===== src/rtl/pulse_wave_gen.sv =====
// pulse_wave_gen: gated pulse-wave sample source built on a phase accumulator.
// The accumulator advances by freq on each sample strobe. The output is HI while the top
// byte of the phase is below pw, and LO otherwise. When gate drops, playback continues
// until the phase wraps, so the stream stops without a click.
module pulse_wave_gen #(
    parameter int ACC_WIDTH  = 16,
    parameter int DATA_WIDTH = 12
) (
    input  logic                  clk,
    input  logic                  rst,
    input  logic                  sample_en,
    input  logic                  gate,
    input  logic [ACC_WIDTH-1:0]  freq,
    input  logic [7:0]            pw,
    output logic [DATA_WIDTH-1:0] dout,
    output logic                  dout_valid,
    output logic                  active
);
    typedef enum logic [1:0] {IDLE, RUN, STOP} state_t;
    localparam logic [DATA_WIDTH-1:0] HI = {1'b0, {(DATA_WIDTH-1){1'b1}}};
    localparam logic [DATA_WIDTH-1:0] LO = {1'b1, {(DATA_WIDTH-1){1'b0}}};
    state_t state, state_nx;
    logic [ACC_WIDTH-1:0] acc, acc_sum, acc_nx;
    logic [DATA_WIDTH-1:0] dout_nx;
    logic carry;
    assign {carry, acc_sum} = {1'b0, acc} + {1'b0, freq};
    assign active = state != IDLE;
    // State, phase and sample advance only on strobes; valid mirrors the strobe.
    always_ff @(posedge clk) begin
        if (rst) begin
            state      <= IDLE;
            acc        <= '0;
            dout       <= '0;
            dout_valid <= 1'b0;
        end else begin
            dout_valid <= sample_en;
            if (sample_en) begin
                state <= state_nx;
                acc   <= acc_nx;
                dout  <= dout_nx;
            end
        end
    end
    // Next state: a stop request is honoured only at a phase wrap or with freq stalled.
    always_comb begin
        state_nx = IDLE;
        case (state)
            IDLE:    state_nx = gate ? RUN : IDLE;
            RUN:     state_nx = gate ? RUN : STOP;
            STOP:    state_nx = gate ? RUN : ((carry || freq == '0) ? IDLE : STOP);
            default: state_nx = IDLE;
        endcase
    end
    // Outputs: idle parks the phase and sample at zero; otherwise use the advanced phase.
    always_comb begin
        acc_nx  = (state_nx == IDLE) ? '0 : acc_sum;
        dout_nx = (state_nx == IDLE) ? '0 : ((acc_sum[ACC_WIDTH-1 -: 8] < pw) ? HI : LO);
    end
endmodule


===== config.mk =====
export PLATFORM = sky130hd
export DESIGN_NAME = pulse_wave_gen
export DESIGN_NICKNAME = d
export VERILOG_FILES = /design/src/rtl/pulse_wave_gen.sv
export SDC_FILE = /design/constraint.sdc
export NUM_CORES = 1
export LEC_CHECK = 0
export ABC_AREA = 1
export CORE_AREA = 2 2 69 71
export DETAILED_ROUTE_END_ITERATION = 8
export DIE_AREA = 0 0 71 73
export GPL_ROUTABILITY_DRIVEN = 0
export PLACE_DENSITY = 0.81
export SLEW_MARGIN = 20
export SYNTH_ARGS = -nofsm -noshare
export SYNTH_HDL_FRONTEND = slang
export SYNTH_SLANG_ARGS = --single-unit

===== constraint.sdc =====
create_clock -name clk -period 2.4 [get_ports clk]
set_input_delay 0.48 -clock clk [delete_from_list [all_inputs] [get_ports clk]]
set_output_delay 0.48 -clock clk [all_outputs]
set_load 0.1 [all_outputs]

* After elaboration in Yosys (flattened, before gate mapping)
Cells that the tools add are included.
Widths: inputs -> output; s select.
** Storage, ports and cells
- Flip-flop bits (word level) :: 31
- Output and inout port bits :: 14
- Input port bits :: 28
- Word-level logic and storage cells :: 21
** Cells by class
- Add/subtract/negate cells :: 1
- Eq/ne operators :: 2
- Magnitude comparators :: 1
- Reductions and logical operators :: 5
- Multiplexer cells :: 8
** Operators with widths (number)
- $mux 12 :: 2
- $add 16x16->17 :: 1
- $logic_not 16->1 :: 1
- $mux 16 :: 1
- $lt 8x8->1 :: 1
- $mux 2 :: 3
- $pmux 2 s3 :: 1
- $logic_not 2->1 :: 2
- $eq 2x1->1 const B :: 1
- $eq 2x2->1 const B :: 1
- $reduce_bool 2->1 :: 1
- $logic_or 1x1->1 :: 1
- $mux 1 :: 1

* Logic depth before layout (Yosys ltp)
Gate-level depths: netlist (run 1).
- Word-level depth :: 7
- Gate-level depth with buffers :: 21
- Depth with buffers taken out :: 21

* Least setup slack after synthesis (run 1)
OpenSTA, ideal clock, no wires.
- Kind :: input to register
- Start point :: in freq[0]
- End point :: reg dout[11]
- Data required time :: 2285 ps
- Data arrival time :: 2421 ps
- Buffers on the path :: 0
- Setup slack :: -136 ps
- Stages on the path :: 18
- Library setup time :: 115 ps
- Cell sequence :: ha_1 inv_1 fa_1 inv_1 nand2_1 nand2_1 and2_4 nand2_1 nand3_2 a31oi_1 xor2_1 ha_1 nand2_1 nor2_1 a211oi_1 nand2_1 nand2_1 nand2_1
** Between the ends
- Word-level cells in the longest chain between the ends :: 7
- Elaborated cells between the ends (all ways) :: 10
- Those cells by class :: add/sub: 1; order compare: 1; mux: 5; reduce/logical: 3
** RTL lines
- from (decl) :: RTL line 13 : input logic [ACC_WIDTH-1:0] freq,
- parallel branches: the longest is 6 deep, another holds $add 16x16->17
- $mux 12 * :: RTL line 57 : dout_nx = (state_nx == IDLE) ? '0 : ((acc_sum[ACC_WIDTH-1 -: 8] < pw) ? HI : LO);
- to (signal assigned) :: RTL line 40 : dout <= dout_nx;
- to (decl) :: RTL line 15 : output logic [DATA_WIDTH-1:0] dout,
Mark *: on every way between the ends.
A chain may end at the register's enable or synchronous reset.

* Worst setup path in the final report (run 1)
- Start point :: in freq[13]
- End point :: reg dout[11]
Same word-level chain as after synthesis.

==> results of run 1 <==
-- kinds of logic (layout without fill, tap and decap cells) --
group / Yosys count / after routing / synth area share (%)
flip-flops: 21 / 21 / 22.0
buffers and inverters: 55 / 133 / 13.2
XOR/XNOR: 4 / 4 / 1.83
AO/OA/AOI/OAI: 40 / 40 / 11.8
adder cells (fa/ha/maj): 24 / 24 / 16.1
AND/OR/NAND/NOR: 158 / 158 / 35.1
-- power groups by stage --
stage               Combinational, W  Sequential [W]  Clock, W
detailed placement          0.000692        0.000400         0
floorplan                   0.000437        0.000427         0
global placement            0.000675        0.000399         0
global route                0.000875        0.000404  0.000269
CTS                         0.000737        0.000399  0.000256
finish                      0.000811        0.000400  0.000254
-- tightest hold or removal path: stages, from the launching register on --
cell	delay [ns]
dfxtp_1	0.32
nand2_1	0.06
nand2_1	0.05
-- sequential cells by signal, indices dropped and copies added, names as in the netlist --
name        flops
state           2
acc            16
dout            2
dout_valid      1
-- per-layer routing --
layer	track usage, %	wire [um]
met1	24.4	2290
met3	4.28	416
met4	9.01	68
met2	41.8	3060
met5	0	0
-- worst paths after layout --
path                 start       end  slack, ns  cells after the start
setup reg to reg    acc[2]  dout[11]      -0.02                     21
hold / removal    dout[11]  dout[11]       0.46                      2
hold reg to reg   dout[11]  dout[11]       0.46                      2
setup / recovery  freq[13]  dout[11]      -0.04                     12
-- final cells by class --
type | count | area [um2]
fill | 382 | 1590
multi-input combinational | 226 | 1560
timing repair buffer | 86 | 679
sequential | 21 | 423
inverter | 43 | 161
tap | 54 | 67.6
clock buffer | 3 | 41.3
clock inverter | 1 | 5.00
-- metrics by stage --
| stage | setup TNS (ns) | setup WS, ns | hold WS, ns |
|---|---|---|---|
| 2_1_floorplan | -0.0595 | -0.0431 | 0.430 |
| 5_1_grt | -0.430 | -0.215 | 0.495 |
| 4_1_cts | -0.229 | -0.115 | 0.460 |
| 3_3_place_gp | -6.03 | -0.668 | 0.442 |
| 6_report | -0.0642 | -0.0395 | 0.462 |
| 3_5_place_dp | -7.31 | -0.813 | 0.445 |
-- cells in the final DEF, fill, tap and decap left out, drive strengths merged --
cell,synthesis,final
dfxtp,21,21
o31ai,1,1
nand3,20,20
xor2,3,3
and2,2,2
o21bai,2,2
nand2,104,104
ha,23,23
nor3,3,3
dlygate4sd2,0,4
clkbuf,1,6
o22ai,2,2
a211oi,1,1
inv,43,43
fa,1,1
clkdlybuf4s50,0,14
nand3b,2,2
buf,11,62
o21ai,13,13
a21o,2,2
or2,3,3
clkinv,0,1
clkdlybuf4s15,0,3
nor2,24,24
a31oi,3,3
xnor2,1,1
a21oi,16,16
-- timing repair --
| item | 4_1_cts | 5_1_grt |
|---|---|---|
| resized for setup | 46 | 40 |
| buffers inserted | 4 | 4 |
| endpoints found under the setup margin | 17 | 2 |
| gates cloned | 0 | 0 |
| pin swaps | 14 | 22 |
==> impl_results.md, run 1 <==
- Grt ovf: 0
- Max Slew Vio Count: 0
- Detailed placement HPWL: 3930 um
- # clock sinks: 21
- Die X: 71 um
- Final hold violation count: 0
- Core Region: 0.00454 mm2
- Pwr per Cell Area: 498 mW/mm2
- Syn_nets: 354
- Main flop type after synthesis: dfxtp_1
- Final Cycle Share: 102%
- Port Buffers: 41
- Number of global-route vias before repair: 2180
- Clock Tree Buf Depth: 2
- Maximum fanout along the worst path: 3
- Pleak: 1.48 nW
- Post-synth top cells: nand2_1 (101), inv_1 (40), nor2_1 (24)
- Total Routing Usage GR: 22.2%
- Worst Path Required: 2.58 ns
- Worst Tran Pin Value: 0.503 ns
- Height of the die: 73 um
- Worst skew pair latency: 0.27 ns
- Routed WL per cell: 13.4 um
- P&R area growth vs syn: 53.9%
- Layout cells sized above 1: 35.3%
- Initial antenna violation count: 0
- Final min period: 2.44 ns
- Reg power frac: 27.3%
- Fraction of the yosys area taken by sequential cells: 22.0%
- CP delay by family, top: adder cells
- Layout net count: 433
- # IOs: 42
- H-tree levels: 1
- Clk pwr share: 17.3%
- Max-slew headroom: 66.4%
- CP max stage delay: 0.44 ns
- Largest net degree at the start of global routing: 13
- Crit Path Category: in -> reg
- Status: finished, violations left
- Final core utilization: 64.9%
- Switching fraction of total power: 44.0%
- Synthesized instance count: 302
- Ant diodes: 0
- FFs w/ async S/R, synth: 0%
- F_max: 0.410 GHz
- Internal cell power: 0.000820 W
- Vias per cell: 5.07
- Worst endpoint data arrival time: 2.62 ns
- Startpoint types: input pin
- Critical path buffers and inverters: 1
- # DRC: 0
- Most common cell in the synthesized netlist: nand2_1
- Unique cell type count in the Yosys netlist: 31
- Top-area cell type share of the netlist area: 22.0%
- DRT iter0 DRCs: 114
- First-pass GRT wire length: 9160 um
- VDD IR max: 0.000247 V
- Final std cells w/o fill: 434
- Yosys warns: 0
- Synthesized area: 0.00191 mm2
- Final setup fails: 2
- First drt pass iteration count: 4
- Maxcap violations: 0
- Cells after DPL: 422
- Post-synthesis register bit count: 21
- Largest cells by area after synthesis: dfxtp_1 (22%), nand2_1 (20%), ha_1 (15%)
- Number of synthesized flops with an enable pin: 0
- Core Rows: 25
- Clock-pin slew on the worst setup and hold paths: 0.09 ns
- Comb power frac: 55.4%
- Die ar.: 0.00518 mm2
- Final Instance Area: 0.00294 mm2
- CTS tree: built
- Worst Skew: 0.00833 ns
- Cell breakdown of the critical path: clkdlybuf4s50_1 > ha_1 > a21o_1 > a31oi_2 > xor2_1 > ha_1 > nand2_2 > nor2_2 > a211oi_2 > nand2_2 > nand2_1 > nand2_1
- Worst Hold Class: reg -> reg
- P_sw: 0.000644 W
- Synth area leader: dfxtp_1
- Routed Antenna Nets: 0
- Cell Area, Placed: 0.00256 mm2
- Critical Path Slowest Stage Cell: clkdlybuf4s50_1
- TritonCTS Buffers: 3
- CP Capture Type: flop
- Initial Util: 42.2%
- Failing checks: setup timing
- # hold bufs at CTS: 0
- Via count of the routed design: 2199
- Power consumption: 0.00146 W
- Routed wire length: 5830 um
- Unrepaired setup endpoints after global routing: true
- Root Driver: clkbuf_8
- Syn_area_per_cell: 6.33 um2
- Setup WS post-layout: -0.0395 ns
Note: power is estimated with default switching activity, not from simulation.
==> inputs of run 2 (changes only) <==
--- a/config.mk
+++ b/config.mk
@@ -6,11 +6,11 @@
 export NUM_CORES = 1
 export LEC_CHECK = 0
 export ABC_AREA = 1
-export CORE_AREA = 2 2 69 71
+export CORE_AREA = 2 2 73 75
 export DETAILED_ROUTE_END_ITERATION = 8
-export DIE_AREA = 0 0 71 73
+export DIE_AREA = 0 0 75 77
 export GPL_ROUTABILITY_DRIVEN = 0
-export PLACE_DENSITY = 0.81
+export PLACE_DENSITY = 0.74
 export SLEW_MARGIN = 20
 export SYNTH_ARGS = -nofsm -noshare
 export SYNTH_HDL_FRONTEND = slang
==> run 2 against run 1 <==
Power is 3.0% higher. Sequential cell count stayed put. Setup slack worse by 0.041 ns. The run still ends with setup timing left. Die area is 11% higher.
==> impl_results.md, run 2 (same netlist as run 1, synthesis figures left out) <==
- Status: finished, violations left
- Failing checks: setup timing
- P&R area growth vs syn: 60.7%
- Clk pwr share: 16.2% (-1.1 points)
- # IOs: 42 (unchanged)
- Pwr per Cell Area: 491 mW/mm2 (-1.4%)
- Routed Antenna Nets: 0 (unchanged)
- Final setup fails: 3 (+1)
- Clock Tree Buf Depth: 2 (unchanged)
- Initial Util: 38.4% (-3.7 points)
- Layout cells sized above 1: 38.6% (+3.3 points)
- Vias per cell: 4.69 (-7.4%)
- Crit Path Category: reg -> reg
- Global Route met2 Usage: 33.5% (-8.3 points)
- Critical Path Slowest Stage Cell: fa_2
- Reg2Reg Depth: 18 (-14%)
- First-pass GRT wire length: 8950 um (-2.3%)
- Internal cell power: 0.000864 W (+5.4%)
- Total Routing Usage GR: 19.6% (-2.7 points)
- Height of the die: 77 um (+5.5%)
- Final min period: 2.48 ns (+0.0412 ns)
- CP Capture Type: flop
- Grt ovf: 0 (unchanged)
- Worst Path Required: 2.56 ns (-0.02 ns)
- Maximum fanout along the worst path: 2 (-1)
- Ant diodes: 0 (unchanged)
- R2R setup slack: -0.08 ns (-0.06 ns)
- # fillers: 433 (+13%)
- Cell mode on critical path: nand2_2
- VDD IR max: 0.000287 V (+16%)
- Pleak: 1.54 nW (+4.2%)
- Worst Skew: 0.00341 ns (-0.00492 ns)
- Final Cycle Share: 103% (+1.7 points)
- Root Driver: clkbuf_8
- Final hold violation count: 0 (unchanged)
- Crit Reg-Reg Startpoint: acc[0]
- First drt pass iteration count: 4 (unchanged)
- DRT iter0 DRCs: 120 (+5.3%)
- Layout net count: 442 (+2.1%)
- Die X: 75 um (+5.6%)
- # hold bufs at CTS: 0 (unchanged)
- Setup WS post-layout: -0.0808 ns (-0.0412 ns)
- F_max: 0.403 GHz (-1.7%)
- Routed WL per cell: 12.3 um (-8.3%)
- Crit path to: dout[10]
- Critical Path Source: acc[0]
- # clock sinks: 21 (unchanged)
- Core Rows: 26 (+4.0%)
- FF-to-FF End: dout[10]
- Unrepaired setup endpoints after global routing: true
- Max Slew Vio Count: 0 (unchanged)
- Number of global-route vias before repair: 2120 (-2.8%)
- Max-slew headroom: 66.5% (+0.082 points)
- Detailed placement HPWL: 3920 um (-0.26%)
- TritonCTS Buffers: 3 (unchanged)
- Largest reg by FF count: acc
- Switching fraction of total power: 42.7% (-1.3 points)
- Final std cells w/o fill: 459 (+5.8%)
- Worst endpoint data arrival time: 2.64 ns (+0.02 ns)
- Global routing met1 resource utilization: 23.4% (-1.1 points)
- Core Region: 0.00498 mm2 (+9.7%)
- Maxcap violations: 0 (unchanged)
- Initial antenna violation count: 0 (unchanged)
- Cell breakdown of the critical path: ha_4 > inv_2 > fa_2 > inv_2 > nand2_2 > nand2_2 > and2_4 > nand2_2 > nand3_2 > a31oi_1 > xor2_1 > ha_1 > nand2_2 > buf_4 > nor2_2 > nand2_1 > nand2_1 > o21bai_1
- GRT busiest layer: met2
- TNS Setup: -0.221 ns (-0.157 ns)
- Max reg flops: 16 (unchanged)
- H-tree levels: 1 (unchanged)
- Reg power frac: 26.6% (-0.7 points)
- CTS tree: built
- Startpoint types: flop
- Met3 usage: 3.42% (-0.87 points)
- Commonest non-fill, non-tap cell in the layout: nand2_1
- # DRC: 0 (unchanged)
- Largest net degree at the start of global routing: 13 (unchanged)
- Port Buffers: 41 (unchanged)
- Via count of the routed design: 2153 (-2.1%)
- Routed wire length: 5650 um (-3.1%)
- Worst skew pair latency: 0.26 ns (about the same)
- Clock-pin slew on the worst setup and hold paths: 0.08 ns (about the same)
- Worst Hold Class: reg -> reg
- Worst Tran Pin Value: 0.502 ns (-0.00122 ns)
- CP max stage delay: 0.37 ns (-0.07 ns)
- Comb power frac: 57.2% (+1.8 points)
- Top Registers: acc (16), dout (2), state (2)
- Most frequent cells in the layout: nand2_1 (94), buf_4 (68), inv_1 (37)
- Cells after DPL: 440 (+4.3%)
- Die ar.: 0.00578 mm2 (+11%)
- P_sw: 0.000644 W (about the same)
## run 2: metrics by stage
step                hold WS (ns)  power, W  setup WS, ns  area (um2)  util, %
finish                     0.457   0.00151       -0.0808        3070     61.7
global route               0.482   0.00161        -0.230        3070     61.7
CTS                        0.460   0.00141        -0.104        2890     58.0
detailed placement         0.446   0.00109        -0.737        2590     52.1
global placement           0.443   0.00108        -0.670        2590     52.1
floorplan                  0.430  0.000864       -0.0431        1930        -
## run 2: power groups by stage
stage,Sequential (W),Clock [W],Combinational [W]
finish,0.000402,0.000245,0.000862
floorplan,0.000427,0,0.000437
global placement,0.000400,0,0.000676
CTS,0.000401,0.000245,0.000768
global route,0.000406,0.000273,0.000930
detailed placement,0.000401,0,0.000686
## run 2: final cells by class
| type | count | area (um2) | area share [%] |
|---|---|---|---|
| Clock buffer | 4 | 45.0 | 1.47 |
| Inverter | 43 | 161 | 5.25 |
| Multi-Input combinational cell | 226 | 1600 | 52.1 |
| Sequential cell | 21 | 425 | 13.8 |
| Tap cell | 70 | 87.6 | 2.85 |
| Timing Repair Buffer | 95 | 752 | 24.5 |
## run 2: timing repair
action / 4_1_cts / 5_1_grt
endpoints found under the setup margin: 18 / 3
setup buffers: 10 / 5
gates resized for setup: 54 / 40
pin swaps: 25 / 36
## run 2: worst min path at each step
| stage | startpoint | to | slack, ns | cells after the start |
|---|---|---|---|---|
| 2_1_floorplan | acc[13] | acc[13] | 0.43 | 2 |
| 3_3_place_gp | acc[12] | acc[12] | 0.44 | 2 |
| 3_5_place_dp | acc[15] | acc[15] | 0.45 | 2 |
| 4_1_cts | dout[11] | dout[11] | 0.46 | 2 |
| 5_1_grt | acc[15] | acc[15] | 0.48 | 2 |
| 6_report | dout[11] | dout[11] | 0.46 | 2 |
## run 2: per-layer routing
layer,wire length (um),vias to the layer above
met2,2850,59
li1,-,1128
met4,185,0
met3,247,16
met1,2370,950
met5,0,-
## run 2: critical path, delay by kind of cell (launching register included)
family,cells,cell delay (ns)
adders and majority gates,3,0.81
and+or+nand+nor,9,0.64
DFF,1,0.36
buffers and inverters,3,0.24
xor gates and xnor gates,1,0.16
AOI/OAI and AO/OA,2,0.15
==> inputs of run 3 (changes only) <==
--- a/config.mk
+++ b/config.mk
@@ -11,7 +11,8 @@
 export DIE_AREA = 0 0 75 77
 export GPL_ROUTABILITY_DRIVEN = 0
 export PLACE_DENSITY = 0.74
-export SLEW_MARGIN = 20
+export SKIP_CTS_REPAIR_TIMING = 1
+export SLEW_MARGIN = 30
 export SYNTH_ARGS = -nofsm -noshare
 export SYNTH_HDL_FRONTEND = slang
 export SYNTH_SLANG_ARGS = --single-unit
==> run 3 against run 2 <==
The flow still finishes with violations (setup timing). Highest routed layer unchanged. Combinational power down 7.3%. Largest power group unchanged. Non-clock buffer count down 13. Largest cell class unchanged. Count of clock-buffer cells in the layout unchanged.
==> impl_results.md, run 3 (same netlist as run 1, synthesis figures left out) <==
- Status: finished, violations left
- Failing checks: setup timing
- CTS tree: built
- VDD IR max: 0.000358 V (+25%)
- Initial antenna violation count: 0 (unchanged)
- Ant diodes: 0 (unchanged)
- Max reg flops: 16 (unchanged)
- Final min period: 2.45 ns (-0.0269 ns)
- # fillers: 437 (+0.92%)
- Layout cells sized above 1: 33.5% (-5.0 points)
- R2R setup slack: -0.05 ns (+0.03 ns)
- Die X: 75 um (unchanged)
- P&R area growth vs syn: 56.2%
- # DRC: 0 (unchanged)
- F_max: 0.408 GHz (+1.1%)
- Initial Util: 38.4% (unchanged)
- Clock-pin slew on the worst setup and hold paths: 0.08 ns (about the same)
- Unrepaired setup endpoints after global routing: true
- Worst Path Required: 2.57 ns (about the same)
- Via count of the routed design: 2063 (-4.2%)
- Vias per cell: 4.63 (-1.4%)
- Total Routing Usage GR: 17.6% (-1.9 points)
- Core Region: 0.00498 mm2 (unchanged)
- H-tree levels: 1 (unchanged)
- First drt pass iteration count: 4 (unchanged)
- Setup WS post-layout: -0.0538 ns (+0.0269 ns)
- Routed WL per cell: 12.0 um (-2.6%)
- Top Registers: acc (16), dout (2), state (2)
- TritonCTS Buffers: 3 (unchanged)
- Detailed placement HPWL: 3920 um (unchanged)
- DRT iter0 DRCs: 87 (-28%)
- Largest net degree at the start of global routing: 13 (unchanged)
- Crit Reg-Reg Startpoint: acc[0]
- Port Buffers: 41 (unchanged)
- Largest reg by FF count: acc
- Final Cycle Share: 102% (-1.1 points)
- Worst Hold Launch: dout[11]
- Routed Antenna Nets: 0 (unchanged)
- Pleak: 1.55 nW (+0.67%)
- Final hold violation count: 0 (unchanged)
- Commonest non-fill, non-tap cell in the layout: nand2_1
- Worst Skew: 0.00140 ns (-0.00201 ns)
- Max Slew Vio Count: 0 (unchanged)
- Worst Tran Pin Value: 0.478 ns (-0.0244 ns)
- Maximum fanout along the worst path: 2 (unchanged)
- Pre-CTS setup slack: -0.737 ns (unchanged)
- Layout net count: 429 (-2.9%)
- Most frequent cells in the layout: nand2_1 (93), buf_4 (55), inv_1 (37)
- Reg2Reg Depth: 18 (unchanged)
- FF-to-FF End: dout[11]
- # IOs: 42 (unchanged)
- Hold-critical path depth: 2 (unchanged)
- Clock Tree Buf Depth: 2 (unchanged)
- Hold Crit Endpoint: dout[11]
- Pwr per Cell Area: 483 mW/mm2 (-1.7%)
- Grt ovf: 0 (unchanged)
- Max-slew headroom: 68.1% (+1.6 points)
- Worst skew pair latency: 0.26 ns (about the same)
- Crit Path Category: reg -> reg
- Startpoint types: flop
- Final core utilization: 60.0% (-1.7 points)
- Worst endpoint data arrival time: 2.62 ns (-0.02 ns)
- CP Capture Type: flop
- Final setup fails: 2 (-1)
- Height of the die: 77 um (unchanged)
- Maxcap violations: 0 (unchanged)
- Root Driver: clkbuf_8
- Die ar.: 0.00578 mm2 (unchanged)
- Routed wire length: 5350 um (-5.4%)
- First-pass GRT wire length: 8160 um (-8.8%)
- Worst Hold Class: reg -> reg
- Number of global-route vias before repair: 1918 (-9.5%)
- # clock sinks: 21 (unchanged)
- Core Rows: 26 (unchanged)
==> run 3: cell types whose count changed in the layout (fill, tap and decap cells not counted), sizes merged <==
cell and delta:
buf -17, dlymetal6s2s +10, dlygate4sd2 -6, clkdlybuf4s15 -3, clkbuf +2, clkdlybuf4s50 +1
==> run 3: routing by layer <==
metal	global-route usage, %	wire (um)
met1	22.7	2310
met2	29.8	2710
met3	3.68	215
met4	3.57	125
met5	0	0
==> run 3: worst max path at each step <==
stage	from	end	depth (start not counted)
floorplan	freq[0]	dout[11]	18
global placement	freq[0]	dout[11]	19
detailed placement	freq[0]	dout[11]	19
CTS	freq[0]	dout[11]	19
global route	acc[0]	dout[11]	18
finish	acc[0]	dout[11]	18
==> run 3: final cells by class <==
| class | instances | area (um2) | share of cell area, % |
|---|---|---|---|
| inverter | 43 | 161 | 5.40 |
| clock buffer | 4 | 45.0 | 1.51 |
| tap | 70 | 87.6 | 2.93 |
| multi-input combinational | 226 | 1570 | 52.7 |
| sequential | 21 | 423 | 14.2 |
| timing repair buffer | 82 | 696 | 23.3 |
==> run 3: worst max-delay path: stages, from the launching register on <==
cell and delay [ns]:
dfxtp_2 0.35, ha_4 0.13, inv_2 0.03, fa_2 0.32, inv_2 0.06, nand2_1 0.04
nand2_1 0.08, and2_4 0.15, nand2_2 0.05, nand3_2 0.07, a31oi_1 0.08, xor2_1 0.18
ha_1 0.31, nand2_2 0.09, nor2_2 0.05, a211oi_2 0.15, nand2_1 0.10, nand2_1 0.07
nand2_1 0.04
==> run 3: stage by stage <==
step / total power [W] / TNS, ns / cells / hold slack, ns / area (um2)
finish: 0.00144 / -0.0934 / 446 / 0.457 / 2990
global route: 0.00154 / -0.364 / 446 / 0.482 / 2990
CTS: 0.00133 / -2.52 / 444 / 0.460 / 2640
detailed placement: 0.00109 / -7.54 / 440 / 0.446 / 2590
global placement: 0.00108 / -6.32 / 440 / 0.443 / 2590
floorplan: 0.000864 / -0.0595 / 302 / 0.430 / 1930
==> run 3: power by group <==
group | switching [W] | internal (W)
Clock | 0.000123 | 0.000118
Sequential | 0.0000258 | 0.000374
Combinational | 0.000471 | 0.000328
